==> src/rtl/clock_set_ctrl_pkg.sv <==
// rtl/clock_set_ctrl_pkg.sv - shared encodings, field widths and wrap helpers for the time-set controller
package clock_set_ctrl_pkg;

  localparam int HOURS_W     = 5;
  localparam int MINUTES_W   = 6;
  localparam int SECONDS_W   = 6;
  localparam int HOURS_MAX   = 23;
  localparam int MINUTES_MAX = 59;

  localparam logic [1:0] ST_RUN         = 2'd0;
  localparam logic [1:0] ST_SET_HOURS   = 2'd1;
  localparam logic [1:0] ST_SET_MINUTES = 2'd2;
  localparam logic [1:0] ST_COMMIT      = 2'd3;

  typedef logic [HOURS_W-1:0]   hours_t;
  typedef logic [MINUTES_W-1:0] minutes_t;
  typedef logic [SECONDS_W-1:0] seconds_t;

  function automatic hours_t next_hours(input hours_t h);
    return (h == HOURS_W'(HOURS_MAX)) ? '0 : h + 1'b1;
  endfunction

  function automatic minutes_t next_minutes(input minutes_t m);
    return (m == MINUTES_W'(MINUTES_MAX)) ? '0 : m + 1'b1;
  endfunction

endpackage

==> src/rtl/clock_set_ctrl_if.sv <==
// rtl/clock_set_ctrl_if.sv - counter-chain and display link between time-set controller and datapath
interface clock_set_ctrl_if;
  import clock_set_ctrl_pkg::*;

  hours_t   q_hours;
  minutes_t q_minutes;
  logic     run_en;
  logic     load_strb;
  hours_t   ld_hours;
  minutes_t ld_minutes;
  seconds_t ld_seconds;
  logic     blink_hours;
  logic     blink_minutes;
  logic     edit_active;

  modport master (
    input  q_hours, q_minutes,
    output run_en, load_strb, ld_hours, ld_minutes, ld_seconds,
    output blink_hours, blink_minutes, edit_active
  );

  modport slave (
    output q_hours, q_minutes,
    input  run_en, load_strb, ld_hours, ld_minutes, ld_seconds,
    input  blink_hours, blink_minutes, edit_active
  );
endinterface

==> src/rtl/clock_set_ctrl_btn_repeat.sv <==
// rtl/clock_set_ctrl_btn_repeat.sv - button rise detect with hold-then-auto-repeat event generation
module btn_repeat #(
  parameter int HOLD_CYC   = 25_000_000,
  parameter int REPEAT_CYC = 5_000_000
) (
  input  logic clk,
  input  logic reset,
  input  logic btn,
  output logic evt
);
  localparam int CW = $clog2(HOLD_CYC + 1);
  localparam logic [CW-1:0] HOLD_LAST     = CW'(HOLD_CYC - 1);
  localparam logic [CW-1:0] REPEAT_RELOAD = CW'(HOLD_CYC - REPEAT_CYC);

  logic          btn_q;
  logic          rise;
  logic [CW-1:0] hold_cnt;

  assign rise = btn & ~btn_q;
  assign evt  = rise | (btn & btn_q & (hold_cnt == HOLD_LAST));

  // After the first repeat the counter restarts part-way so later repeats are REPEAT_CYC apart.
  always_ff @(posedge clk or negedge reset) begin
    if (!reset) begin
      btn_q    <= 1'b0;
      hold_cnt <= '0;
    end else begin
      btn_q <= btn;
      if (!btn || rise)
        hold_cnt <= '0;
      else if (hold_cnt == HOLD_LAST)
        hold_cnt <= REPEAT_RELOAD;
      else
        hold_cnt <= hold_cnt + 1'b1;
    end
  end
endmodule

==> src/rtl/clock_set_ctrl.sv <==
// rtl/clock_set_ctrl.sv - two-button time-set FSM: freeze, edit shadow hours/minutes, commit or time out
module clock_set_ctrl
  import clock_set_ctrl_pkg::*;
#(
  parameter int HOLD_CYC    = 25_000_000,
  parameter int REPEAT_CYC  = 5_000_000,
  parameter int TIMEOUT_SEC = 30
) (
  input  logic clk,
  input  logic reset,
  input  logic tc_time_base,
  input  logic btn_mode,
  input  logic btn_inc,
  clock_set_ctrl_if.master cs
);
  localparam int TW = $clog2(TIMEOUT_SEC + 1);
  localparam logic [TW-1:0] TO_LAST = TW'(TIMEOUT_SEC - 1);

  logic [1:0]    state;
  hours_t        sh_hours;
  minutes_t      sh_minutes;
  logic [TW-1:0] to_cnt;
  logic          phase;
  logic          mode_q;
  logic          mode_rise;
  logic          inc_evt;

  assign mode_rise = btn_mode & ~mode_q;

  btn_repeat #(
    .HOLD_CYC  (HOLD_CYC),
    .REPEAT_CYC(REPEAT_CYC)
  ) u_inc (
    .clk  (clk),
    .reset(reset),
    .btn  (btn_inc),
    .evt  (inc_evt)
  );

  // Priority inside edit states: mode edge, then increment, then timeout tick.
  always_ff @(posedge clk or negedge reset) begin
    if (!reset) begin
      state      <= ST_RUN;
      sh_hours   <= '0;
      sh_minutes <= '0;
      to_cnt     <= '0;
      phase      <= 1'b0;
      mode_q     <= 1'b0;
    end else begin
      mode_q <= btn_mode;
      case (state)
        ST_RUN: begin
          if (mode_rise) begin
            state      <= ST_SET_HOURS;
            sh_hours   <= cs.q_hours;
            sh_minutes <= cs.q_minutes;
            to_cnt     <= '0;
            phase      <= 1'b0;
          end
        end
        ST_SET_HOURS, ST_SET_MINUTES: begin
          if (mode_rise) begin
            state  <= (state == ST_SET_HOURS) ? ST_SET_MINUTES : ST_COMMIT;
            to_cnt <= '0;
            phase  <= 1'b0;
          end else if (inc_evt) begin
            if (state == ST_SET_HOURS)
              sh_hours <= next_hours(sh_hours);
            else
              sh_minutes <= next_minutes(sh_minutes);
            to_cnt <= '0;
            phase  <= 1'b0;
          end else if (tc_time_base) begin
            if (to_cnt == TO_LAST) begin
              state  <= ST_RUN;
              to_cnt <= '0;
              phase  <= 1'b0;
            end else begin
              to_cnt <= to_cnt + 1'b1;
              phase  <= ~phase;
            end
          end
        end
        default: state <= ST_RUN;
      endcase
    end
  end

  assign cs.run_en        = (state == ST_RUN);
  assign cs.load_strb     = (state == ST_COMMIT);
  assign cs.ld_hours      = sh_hours;
  assign cs.ld_minutes    = sh_minutes;
  assign cs.ld_seconds    = '0;
  assign cs.edit_active   = (state == ST_SET_HOURS) || (state == ST_SET_MINUTES);
  assign cs.blink_hours   = phase & (state == ST_SET_HOURS);
  assign cs.blink_minutes = phase & (state == ST_SET_MINUTES);
endmodule

==> src/flat_wrapper.sv <==
// flat-port wrapper written by rule: the top's interface ports become plain ports
module clock_set_ctrl_flat import clock_set_ctrl_pkg::*;
#(
  parameter int HOLD_CYC    = 25_000_000,
  parameter int REPEAT_CYC  = 5_000_000,
  parameter int TIMEOUT_SEC = 30
)
  (clk, reset, tc_time_base, btn_mode, btn_inc, cs_q_hours, cs_q_minutes, cs_run_en, cs_load_strb, cs_ld_hours, cs_ld_minutes, cs_ld_seconds, cs_blink_hours, cs_blink_minutes, cs_edit_active);
  clock_set_ctrl_if cs_i ();
  input  logic clk;
  input  logic reset;
  input  logic tc_time_base;
  input  logic btn_mode;
  input  logic btn_inc;
  input wire logic [$bits(cs_i.q_hours)-1:0] cs_q_hours;
  input wire logic [$bits(cs_i.q_minutes)-1:0] cs_q_minutes;
  output wire logic [$bits(cs_i.run_en)-1:0] cs_run_en;
  output wire logic [$bits(cs_i.load_strb)-1:0] cs_load_strb;
  output wire logic [$bits(cs_i.ld_hours)-1:0] cs_ld_hours;
  output wire logic [$bits(cs_i.ld_minutes)-1:0] cs_ld_minutes;
  output wire logic [$bits(cs_i.ld_seconds)-1:0] cs_ld_seconds;
  output wire logic [$bits(cs_i.blink_hours)-1:0] cs_blink_hours;
  output wire logic [$bits(cs_i.blink_minutes)-1:0] cs_blink_minutes;
  output wire logic [$bits(cs_i.edit_active)-1:0] cs_edit_active;
  assign cs_i.q_hours = cs_q_hours;
  assign cs_i.q_minutes = cs_q_minutes;
  assign cs_run_en = cs_i.run_en;
  assign cs_load_strb = cs_i.load_strb;
  assign cs_ld_hours = cs_i.ld_hours;
  assign cs_ld_minutes = cs_i.ld_minutes;
  assign cs_ld_seconds = cs_i.ld_seconds;
  assign cs_blink_hours = cs_i.blink_hours;
  assign cs_blink_minutes = cs_i.blink_minutes;
  assign cs_edit_active = cs_i.edit_active;
  clock_set_ctrl #(.HOLD_CYC(HOLD_CYC), .REPEAT_CYC(REPEAT_CYC), .TIMEOUT_SEC(TIMEOUT_SEC)) u_core (.clk(clk), .reset(reset), .tc_time_base(tc_time_base), .btn_mode(btn_mode), .btn_inc(btn_inc), .cs(cs_i));
endmodule
==> config.mk <==
export PLATFORM = sky130hd
export DESIGN_NAME = clock_set_ctrl_flat
export DESIGN_NICKNAME = d
export VERILOG_FILES = /design/src/rtl/clock_set_ctrl_pkg.sv /design/src/rtl/clock_set_ctrl_if.sv /design/src/rtl/clock_set_ctrl_btn_repeat.sv /design/src/rtl/clock_set_ctrl.sv /design/src/flat_wrapper.sv
export SDC_FILE = /design/constraint.sdc
export NUM_CORES = 1
export LEC_CHECK = 0
export BUFFER_PORTS_ARGS = -buffer_cell sky130_fd_sc_hd__buf_2
export CAP_MARGIN = 20
export CORE_ASPECT_RATIO = 0.5
export CORE_MARGIN = 5
export CORE_UTILIZATION = 40
export CTS_CLUSTER_DIAMETER = 30
export DETAILED_ROUTE_END_ITERATION = 6
export RECOVER_POWER = 100
export SKIP_LAST_GASP = 1
export SLEW_MARGIN = 40
export SYNTH_ARGS = -nofsm -noshare
export SYNTH_HDL_FRONTEND = slang
export SYNTH_SLANG_ARGS = --single-unit
==> constraint.sdc <==
create_clock -name clk -period 4 [get_ports clk]
set_input_delay 0.2 -clock clk [delete_from_list [all_inputs] [get_ports clk]]
set_output_delay 0.2 -clock clk [all_outputs]
set_load 0.05 [all_outputs]
==> results.toml, run 1 <==
[timing]
fin_ws_ns = 0.857
tightestPinTransition_ns = 2.49
hold_viol = 0
final.setup.tns_ns = 0
period_share = 0.786
clock_skew_ns = 0.00746
maxSlewHeadroom = -0.659
whs_ns = 0.0585
fin_crit_ns = 3.14
rsz0062_at_grt = "false"
maxSlewViolCount = 47
fmaxAchievable_mhz = 318
setup_viol = 0

[floorplanning]
die_h_um = 68.4
core_area_um2 = 6650
initial_utilization = 0.410
dieWidth_um = 127
dieArea_um2 = 8670
boundaryPins = 38
rows = 21

[place]
dp_hpwl_mm = 4.28
io_buffer_count = 31
pre_cts_slack_ns = 1.38
gp_congestion = 0.821
numPlacedInstances = 390

[logic_synthesis]
synth_cell_types = 62
ys_ff_latch = 46
synth.avg_cell_area_um2 = 9.95
yosysSeqAreaShare = 0.422
synthArstFlopShare = 1.00
syn_area_um2 = 2730
synth_flop_cell = "dfrtp_1"
synthCells = 274
synth-edff-count = 0
ys_warn_count = 0

[pwr]
p_int_uw = 1130
switching_share = 0.463
p_seq_frac = 0.302
vdd_drop_max_uv = 252
clockPowerShare = 0.209
p_sw_uw = 979
combPwrFrac = 0.489
power_density_nw_per_um2 = 699
power.leakage_uw = 0.00123

[critical_path]
crit_path_start_kind = "register"
crit_fanout = 9
cp_slowest_cell = "o31ai_1"
crit_family = "compound AO/OA/AOI/OAI gates"
rr_worst_depth = 6
crit_buf_inv = 0
cp_data_required_time_ns = 4.17
critPathMaxStageDelay_ns = 0.97
timing.rr.end = "u_core.cs.ld_minutes[1]$_DFFE_PN0P_"
worstPathCellList = "ha_1, and2_0, nand2_1, o31ai_1, o21ai_0, mux2_4"
end_kind = "register"
r2r_start = "u_core.u_inc.hold_cnt[0]$_DFF_PN0_"
criticalPathCategory = "reg -> reg"
rrSetupSlack_ns = 0.86
crit_arrival_ns = 3.32

[final_layout]
fin_nets = 332
area_growth_pct = 10.9
antenna_cells = 0
nFillCells = 657
drive_above_1_share = 0.124
instances_no_fill = 399

[drt]
drc = 0
drt-pass1-iter-count = 4
routedWlPerCell_um = 14.9
routed-via-count = 2170
viasPerCell = 5.44
drt_wl_total_mm = 5.94
drtAntennaViolNets = 0
drt_iter0_drc = 138

[global_route]
antenna_found_initial = 0
grt_pass1_wl_mm = 9.97
grt.total_usage = 0.145
grt_remaining_overflow = 0
grt_max_degree = 47
grt_pass1_vias = 2061

[clock_network]
cts_buffer_depth = 2
clkSinkCount = 46
numCtsBuffers = 5
insertion_delay_ns = 0.29
clockRootBuffer = "clkbuf_16"
cts_setup_buffers = 0
cts_tree = "done"
clk_pin_slew_ns = 0.07
ctsHoldBuffers = 1
htree_levels = 2
cts_resized = 0

[run]
maxCapViolations = 1

[hold_path]
holdCritPathClass = "in -> reg"
worstHoldStart = "btn_mode"
min_to = "u_core.mode_q$_DFF_PN0_"
hold_path_depth = 1

[status]
status = "complete, but fails checks"
violations = "max-capacitance violations, max-slew violations"
==> how the worst max path moves through the flow <==
| stage | start | endpoint | slack (ns) | depth (start not counted) |
|---|---|---|---|---|
| finish | u_core.u_inc.hold_cnt[0]$_DFF_PN0_ | u_core.cs.ld_minutes[1]$_DFFE_PN0P_ | 0.86 | 6 |
| global route | u_core.u_inc.hold_cnt[0]$_DFF_PN0_ | u_core.cs.ld_minutes[1]$_DFFE_PN0P_ | 0.65 | 6 |
| CTS | u_core.state[0]$_DFFE_PN0P_ | u_core.to_cnt[3]$_DFFE_PN0P_ | 1.37 | 7 |
| detailed placement | u_core.state[0]$_DFFE_PN0P_ | u_core.to_cnt[3]$_DFFE_PN0P_ | 1.38 | 7 |
| global placement | u_core.state[0]$_DFFE_PN0P_ | u_core.to_cnt[4]$_DFFE_PN0P_ | 1.47 | 7 |
| floorplan | u_core.state[0]$_DFFE_PN0P_ | u_core.cs.ld_hours[0]$_DFFE_PN0P_ | 1.56 | 6 |
==> cells in the final DEF, fill, tap and decap left out, types with 5 or more instances in the layout <==
| cell type | Yosys | routed |
|---|---|---|
| nand4_1 | 6 | 7 |
| dfrtp_1 | 46 | 46 |
| nor3_1 | 8 | 9 |
| conb_1 | 1 | 6 |
| ha_1 | 10 | 10 |
| nand2_1 | 19 | 20 |
| buf_2 | 1 | 12 |
| o21ai_0 | 15 | 16 |
| xnor2_1 | 13 | 13 |
| clkbuf_1 | 2 | 19 |
| a21oi_1 | 6 | 6 |
| xor2_1 | 10 | 10 |
| inv_1 | 10 | 10 |
| nor2_1 | 31 | 32 |
| clkbuf_16 | 0 | 5 |
| nand3_1 | 15 | 16 |
==> layer usage <==
layer / wire length, µm / GRT usage
met1: 2840 / 0.185
met2: 2690 / 0.243
met3: 293 / 0.0343
met4: 111 / 0.0535
met5: 0 / 0
==> synth_stat cells, drive strengths merged, types with 3 or more instances <==
cell     instances  area share
dfrtp           46        0.42
nor2            32       0.047
nand2           20       0.030
nand3           16       0.031
o21ai           16       0.033
xnor2           13       0.042
ha              10       0.046
inv             10       0.014
xor2            10       0.032
buf              9       0.024
nor3             9       0.018
nand4            8       0.023
a21oi            6       0.011
mux2             6       0.028
and4             5       0.017
and3             4      0.0092
nor4             4      0.0092
o2bb2ai          4       0.013
o31ai            4       0.016
a22oi            3      0.0083
and2             3      0.0069
clkbuf           3      0.0046
nand2b           3      0.0069
or3              3      0.0078
==> metrics by stage <==
stage	utilization	cell area [µm²]	total power, µW
4_1_cts	0.467	3110	2180
6_report	0.455	3020	2110
2_1_floorplan	-	2750	1510
3_5_place_dp	0.443	2940	1740
5_1_grt	0.455	3020	2250
3_3_place_gp	0.442	2940	1720
==> state kept, by name, summed over array words and instances (netlist names) <==
signal	flops
u_core.u_inc.hold_cnt	25
u_core.u_inc.btn_q	1
u_core.cs.ld_hours	5
u_core.phase	1
u_core.to_cnt	5
u_core.state	2
u_core.mode_q	1
u_core.cs.ld_minutes	6
==> cells by family after synthesis <==
group                      after synthesis  share of synthesized area
xor gates and xnor gates                23                     0.0739
AOI/OAI and AO/OA                       52                      0.149
adders and majority gates               10                     0.0459
DFF                                     46                      0.422
muxes                                    8                     0.0349
and+or+nand+nor                        112                      0.231
other                                    1                    0.00137
buffers and inverters                   22                     0.0422
==> cell type report <==
class | count | area [µm²] | area share
clock buffers | 6 | 139 | 0.0459
clock inverters | 2 | 16.3 | 0.00538
inverters | 10 | 37.5 | 0.0124
multi-input cells | 211 | 1420 | 0.471
flip-flops and latches | 46 | 1150 | 0.381
well taps | 92 | 115 | 0.0381
repair buffers | 32 | 141 | 0.0468
==> power by group through the flow <==
stage	Combinational (µW)	Clock (µW)	Sequential, µW
floorplan	701	0	813
global placement	1080	0	641
detailed placement	1090	0	645
CTS	1100	450	637
global route	1130	472	655
finish	1030	441	638
Note: power is estimated with default switching activity, not from simulation.
==> run 2: changes to the inputs <==
Clock period 4 ns to 3.05 ns, I/O delays scaled along.
==> run 2 against run 1 <==
First-iteration DRC count decreased by 4.3%; cell area up 0.58%; critical path type unchanged; via count is 2.0% lower; critical path depth did not move; the run now ends clean; die area unchanged; wire length decreased by 4.9%; highest routed layer unchanged; total power is 29% higher; clock power grew 19%; sequential power up 31%.
==> results.toml, run 2 (synthesis gave the netlist of run 1 again) <==
[status]
status = "complete, no violations"

[final_layout]
final_core_util = 0.458
antenna_cells = 0
layout_common_cells = "46 x dfrtp_1, 32 x nor2_1, 20 x nand2_1, 19 x clkbuf_1"
layout_commonest_cell = "dfrtp_1"
largest_register = "u_core.u_inc.hold_cnt"
fin_nets = 334
area_growth_pct = 11.5
largest_reg_flops = 25
drive_above_1_share = 0.133

[floorplanning]
dieArea_um2 = 8670
dieWidth_um = 127
boundaryPins = 38
rows = 21
initial_utilization = 0.410
core_area_um2 = 6650
die_h_um = 68.4

[critical_path]
crit_fanout = 6
rr_worst_depth = 6
crit_arrival_ns = 2.57
cp_data_required_time_ns = 3.21
cp_slowest_cell = "a2111oi_2"
criticalPathCategory = "reg -> reg"
r2r_start = "u_core.state[0]$_DFFE_PN0P_"
critPathMaxStageDelay_ns = 0.70
worstPathCellList = "inv_1, ha_1, and3b_1, a2111oi_2, o21ai_4, mux2_1"
rrSetupSlack_ns = 0.64
timing.rr.end = "u_core.cs.ld_minutes[1]$_DFFE_PN0P_"
end_kind = "register"
crit_path_start_kind = "register"

[pwr]
p_seq_frac = 0.305
vdd_drop_max_uv = 308
p_sw_uw = 1270
finalPower_uw = 2740
power_density_nw_per_um2 = 899
switching_share = 0.464
power.leakage_uw = 0.00123
clockPowerShare = 0.192
p_int_uw = 1470
combPwrFrac = 0.503

[clock_network]
cts_tree = "done"
cts_buffer_depth = 2
clkSinkCount = 46
htree_levels = 2
insertion_delay_ns = 0.28
clockRootBuffer = "clkbuf_16"
numCtsBuffers = 5
clk_pin_slew_ns = 0.06
cts_setup_buffers = 0

[timing]
hold_viol = 0
fin_crit_ns = 2.41
rsz0062_at_grt = "false"
whs_ns = 0.0339
fmaxAchievable_mhz = 414
maxSlewViolCount = 0
period_share = 0.792
setup_viol = 0
clock_skew_ns = 0.00717
tightestPinTransition_ns = 1.15
final.setup.tns_ns = 0
maxSlewHeadroom = 0.234

[place]
io_buffer_count = 31
dp_hpwl_mm = 4.12
gp_congestion = 0.786

[drt]
routedWlPerCell_um = 14.1
drt_iter0_drc = 132
drt-pass1-iter-count = 4
viasPerCell = 5.30
drtAntennaViolNets = 0
drc = 0
drt_wl_total_mm = 5.65
routed-via-count = 2127

[global_route]
grt_pass1_wl_mm = 9.84
grt_remaining_overflow = 0
antenna_found_initial = 0
grt_pass1_vias = 2103
grt.total_usage = 0.139
grt_max_degree = 47

[hold_path]
hold_path_depth = 1
worstHoldStart = "btn_mode"
holdCritPathClass = "in -> reg"
min_to = "u_core.mode_q$_DFF_PN0_"

[run]
maxCapViolations = 0
[run 2: repair_timing]
action	CTS	global route
gates resized for setup	0	0
hold buffers	1	0
hold endpoints to repair	46	0
[run 2: layout make-up]
class	instances	area (µm²)
Tap cell	92	115
Sequential cell	46	1150
Multi-Input combinational cell	211	1440
Clock inverter	2	13.8
Fill cell	656	3610
Inverter	10	37.5
Clock buffer	6	129
Timing Repair Buffer	34	158
[run 2: worst max path at each step]
stage                                            from                                   to  slack [ns]
after floorplan           u_core.state[0]$_DFFE_PN0P_    u_core.cs.ld_hours[0]$_DFFE_PN0P_        0.61
after global placement    u_core.state[0]$_DFFE_PN0P_    u_core.cs.ld_hours[1]$_DFFE_PN0P_        0.89
after detailed placement  u_core.state[0]$_DFFE_PN0P_    u_core.cs.ld_hours[1]$_DFFE_PN0P_        0.83
after CTS                 u_core.state[0]$_DFFE_PN0P_    u_core.cs.ld_hours[1]$_DFFE_PN0P_        0.81
after global routing      u_core.state[0]$_DFFE_PN0P_  u_core.cs.ld_minutes[0]$_DFFE_PN0P_        0.43
final                     u_core.state[0]$_DFFE_PN0P_  u_core.cs.ld_minutes[1]$_DFFE_PN0P_        0.64
[run 2: power by group through the flow]
stage	logic (µW)	clock network (µW)	registers (µW)
after floorplan	919	0	1070
after global placement	1450	0	836
after global routing	1520	576	854
after detailed placement	1480	0	844
after CTS	1480	543	833
final	1380	525	836
[run 2: through the flow]
| step | setup WS [ns] | cells | cell area, µm² |
|---|---|---|---|
| 5_1_grt | 0.427 | 401 | 3040 |
| 3_5_place_dp | 0.831 | 392 | 2960 |
| 6_report | 0.635 | 401 | 3040 |
| 2_1_floorplan | 0.606 | 279 | 2750 |
| 4_1_cts | 0.808 | 401 | 3110 |
| 3_3_place_gp | 0.895 | 392 | 2950 |
[run 2: worst max-delay path: cells and delay by family (launching register included)]
family          cells  cell delay (ns)
buf+inv             1             0.11
flops               1             0.40
compound gates      2             0.87
mux                 1             0.36
fa+ha+maj           1             0.32
simple gates        1             0.23
[run 2: metal layers]
layer	up-vias	GRT usage	wire, µm
met5	-	0	0
met4	0	0.0348	27
met3	2	0.0320	231
met2	33	0.251	2700
met1	1042	0.173	2700
li1	1050	-	-
==> run 3: changes to the inputs <==
Clock period 3.05 ns to 2.15 ns, I/O delays scaled along.
==> run 3 against run 2 <==
Hold slack improved by 0.0062 ns; core utilization rose by 2.1 points; critical path depth stayed put; sequential power increased by 41%; register-to-register slack lost 0.56 ns; die area stayed put; critical endpoint is now u_core.cs.ld_hours[0]$_DFFE_PN0P_; highest routed layer unchanged.
==> results.toml, run 3 (synthesis gave the netlist of run 1 again) <==
[clock_network]
insertion_delay_ns = 0.28
numCtsBuffers = 5
cts_buffer_depth = 2
clockRootBuffer = "clkbuf_16"
cts_tree = "done"
clk_pin_slew_ns = 0.06
htree_levels = 2
clkSinkCount = 46

[drt]
drtAntennaViolNets = 0
drt-pass1-iter-count = 4
drc = 0
routed-via-count = 2195
drt_iter0_drc = 121
drt_wl_total_mm = 5.99
routedWlPerCell_um = 14.4
viasPerCell = 5.29

[global_route]
grt_remaining_overflow = 0
grt_pass1_wl_mm = 10.1
met2_usage = 0.253
grt_max_degree = 47
met1_usage = 0.182
grt.total_usage = 0.145
grt_pass1_vias = 2116
grtUsageMet3 = 0.0359
antenna_found_initial = 0
top_usage_layer = "met2"

[pwr]
power.leakage_uw = 0.00132
vdd_drop_max_uv = 409
power_density_nw_per_um2 = 1290

[run]
maxCapViolations = 0

[final_layout]
largest_reg_flops = 25
drive_above_1_share = 0.180
area_growth_pct = 16.7
fin_nets = 349
layout_commonest_cell = "dfrtp_1"
largest_register = "u_core.u_inc.hold_cnt"
layout_common_cells = "46 x dfrtp_1, 31 x nor2_1, 22 x clkbuf_1, 19 x nand2_1"
antenna_cells = 0

[timing]
maxSlewViolCount = 0
hold_viol = 0
whs_ns = 0.0401
fmaxAchievable_mhz = 483
final.setup.tns_ns = 0
maxSlewHeadroom = 0.229
fin_crit_ns = 2.07
setup_viol = 0
period_share = 0.963
tightestPinTransition_ns = 1.16
clock_skew_ns = 0.00382

[floorplanning]
boundaryPins = 38
initial_utilization = 0.410
core_area_um2 = 6650
die_h_um = 68.4
dieWidth_um = 127
rows = 21
dieArea_um2 = 8670

[hold_path]
holdCritPathClass = "in -> reg"
worstHoldStart = "btn_inc"

[critical_path]
timing.rr.end = "u_core.cs.ld_hours[0]$_DFFE_PN0P_"
crit_path_end = "u_core.cs.ld_hours[0]$_DFFE_PN0P_"
cp_data_required_time_ns = 2.32
rrSetupSlack_ns = 0.08
criticalPathCategory = "reg -> reg"
critPathMaxStageDelay_ns = 0.52
end_kind = "register"
worstPathCellList = "inv_2, ha_4, and3b_1, a2111o_1, nor2_4, mux2_2"
crit_arrival_ns = 2.24
critPathLaunch = "u_core.state[0]$_DFFE_PN0P_"
crit_path_start_kind = "register"
crit_fanout = 7
rr_worst_depth = 6
r2r_start = "u_core.state[0]$_DFFE_PN0P_"
cp_slowest_cell = "a2111o_1"

[status]
status = "complete, no violations"

[place]
gp_congestion = 0.871
io_buffer_count = 31
dp_hpwl_mm = 4.27
run 3: cell types whose count changed in the layout (fill, tap and decap cells not counted), sizes merged:
cell / previous run / this run
buf: 14 / 26
clkbuf: 25 / 28
clkinv: 2 / 0
dlygate4sd3: 1 / 2
run 3: worst min-delay path by stage:
stage | end | slack [ns] | cells after the start
2_1_floorplan | u_core.cs.ld_hours[0]$_DFFE_PN0P_ | -0.19 | 0
3_3_place_gp | u_core.u_inc.hold_cnt[1]$_DFF_PN0_ | 0.24 | 2
3_5_place_dp | u_core.u_inc.hold_cnt[1]$_DFF_PN0_ | 0.24 | 2
4_1_cts | u_core.u_inc.btn_q$_DFF_PN0_ | 0.004 | 1
5_1_grt | u_core.u_inc.btn_q$_DFF_PN0_ | 0.06 | 1
6_report | u_core.u_inc.btn_q$_DFF_PN0_ | 0.04 | 1
run 3: metrics by stage:
| step | area (µm²) | utilization | setup slack (ns) | std cells | power (µW) |
|---|---|---|---|---|---|
| 6_report | 3180 | 0.479 | 0.0796 | 415 | 4120 |
| 4_1_cts | 3190 | 0.481 | 0.0407 | 411 | 4110 |
| 3_3_place_gp | 3040 | 0.458 | 0.112 | 402 | 3330 |
| 2_1_floorplan | 2760 | - | 0.0648 | 279 | 2870 |
| 3_5_place_dp | 3040 | 0.458 | 0.0562 | 402 | 3370 |
| 5_1_grt | 3180 | 0.479 | -0.00229 | 415 | 4380 |
run 3: report_power, final:
part           total [µW]  internal (µW)  switching [µW]
Clock                 727            425             301
Sequential           1180           1020             160
Combinational        2210            803            1410
Total                4120           2250            1870
run 3: layout make-up:
type / instances / area, µm²
inverter: 10 / 37.5
tap: 92 / 115
sequential: 46 / 1150
timing repair buffer: 49 / 263
clock buffer: 7 / 133
multi-input combinational: 211 / 1480
fill: 620 / 3470
run 3: layer usage:
metal	up-vias	part of all wire
li1	1074	-
met1	1066	0.47
met2	47	0.47
met3	8	0.048
met4	0	0.011
met5	-	0
run 3: worst max-delay path: cells and delay by family (launching register included):
family | cells | cell delay [ns]
AO/OA/AOI/OAI | 1 | 0.52
AND/OR/NAND/NOR | 2 | 0.36
flip-flops | 1 | 0.41
adder cells (fa/ha/maj) | 1 | 0.25
multiplexers | 1 | 0.34
buffers and inverters | 1 | 0.07
run 3: repair_timing:
item / 4_1_cts / 5_1_grt
endpoints found under the hold margin: 47 / 0
endpoints found under the setup margin: 0 / 6
gates resized for setup: 0 / 4
buffers inserted: 0 / 4
hold buffers: 2 / 0
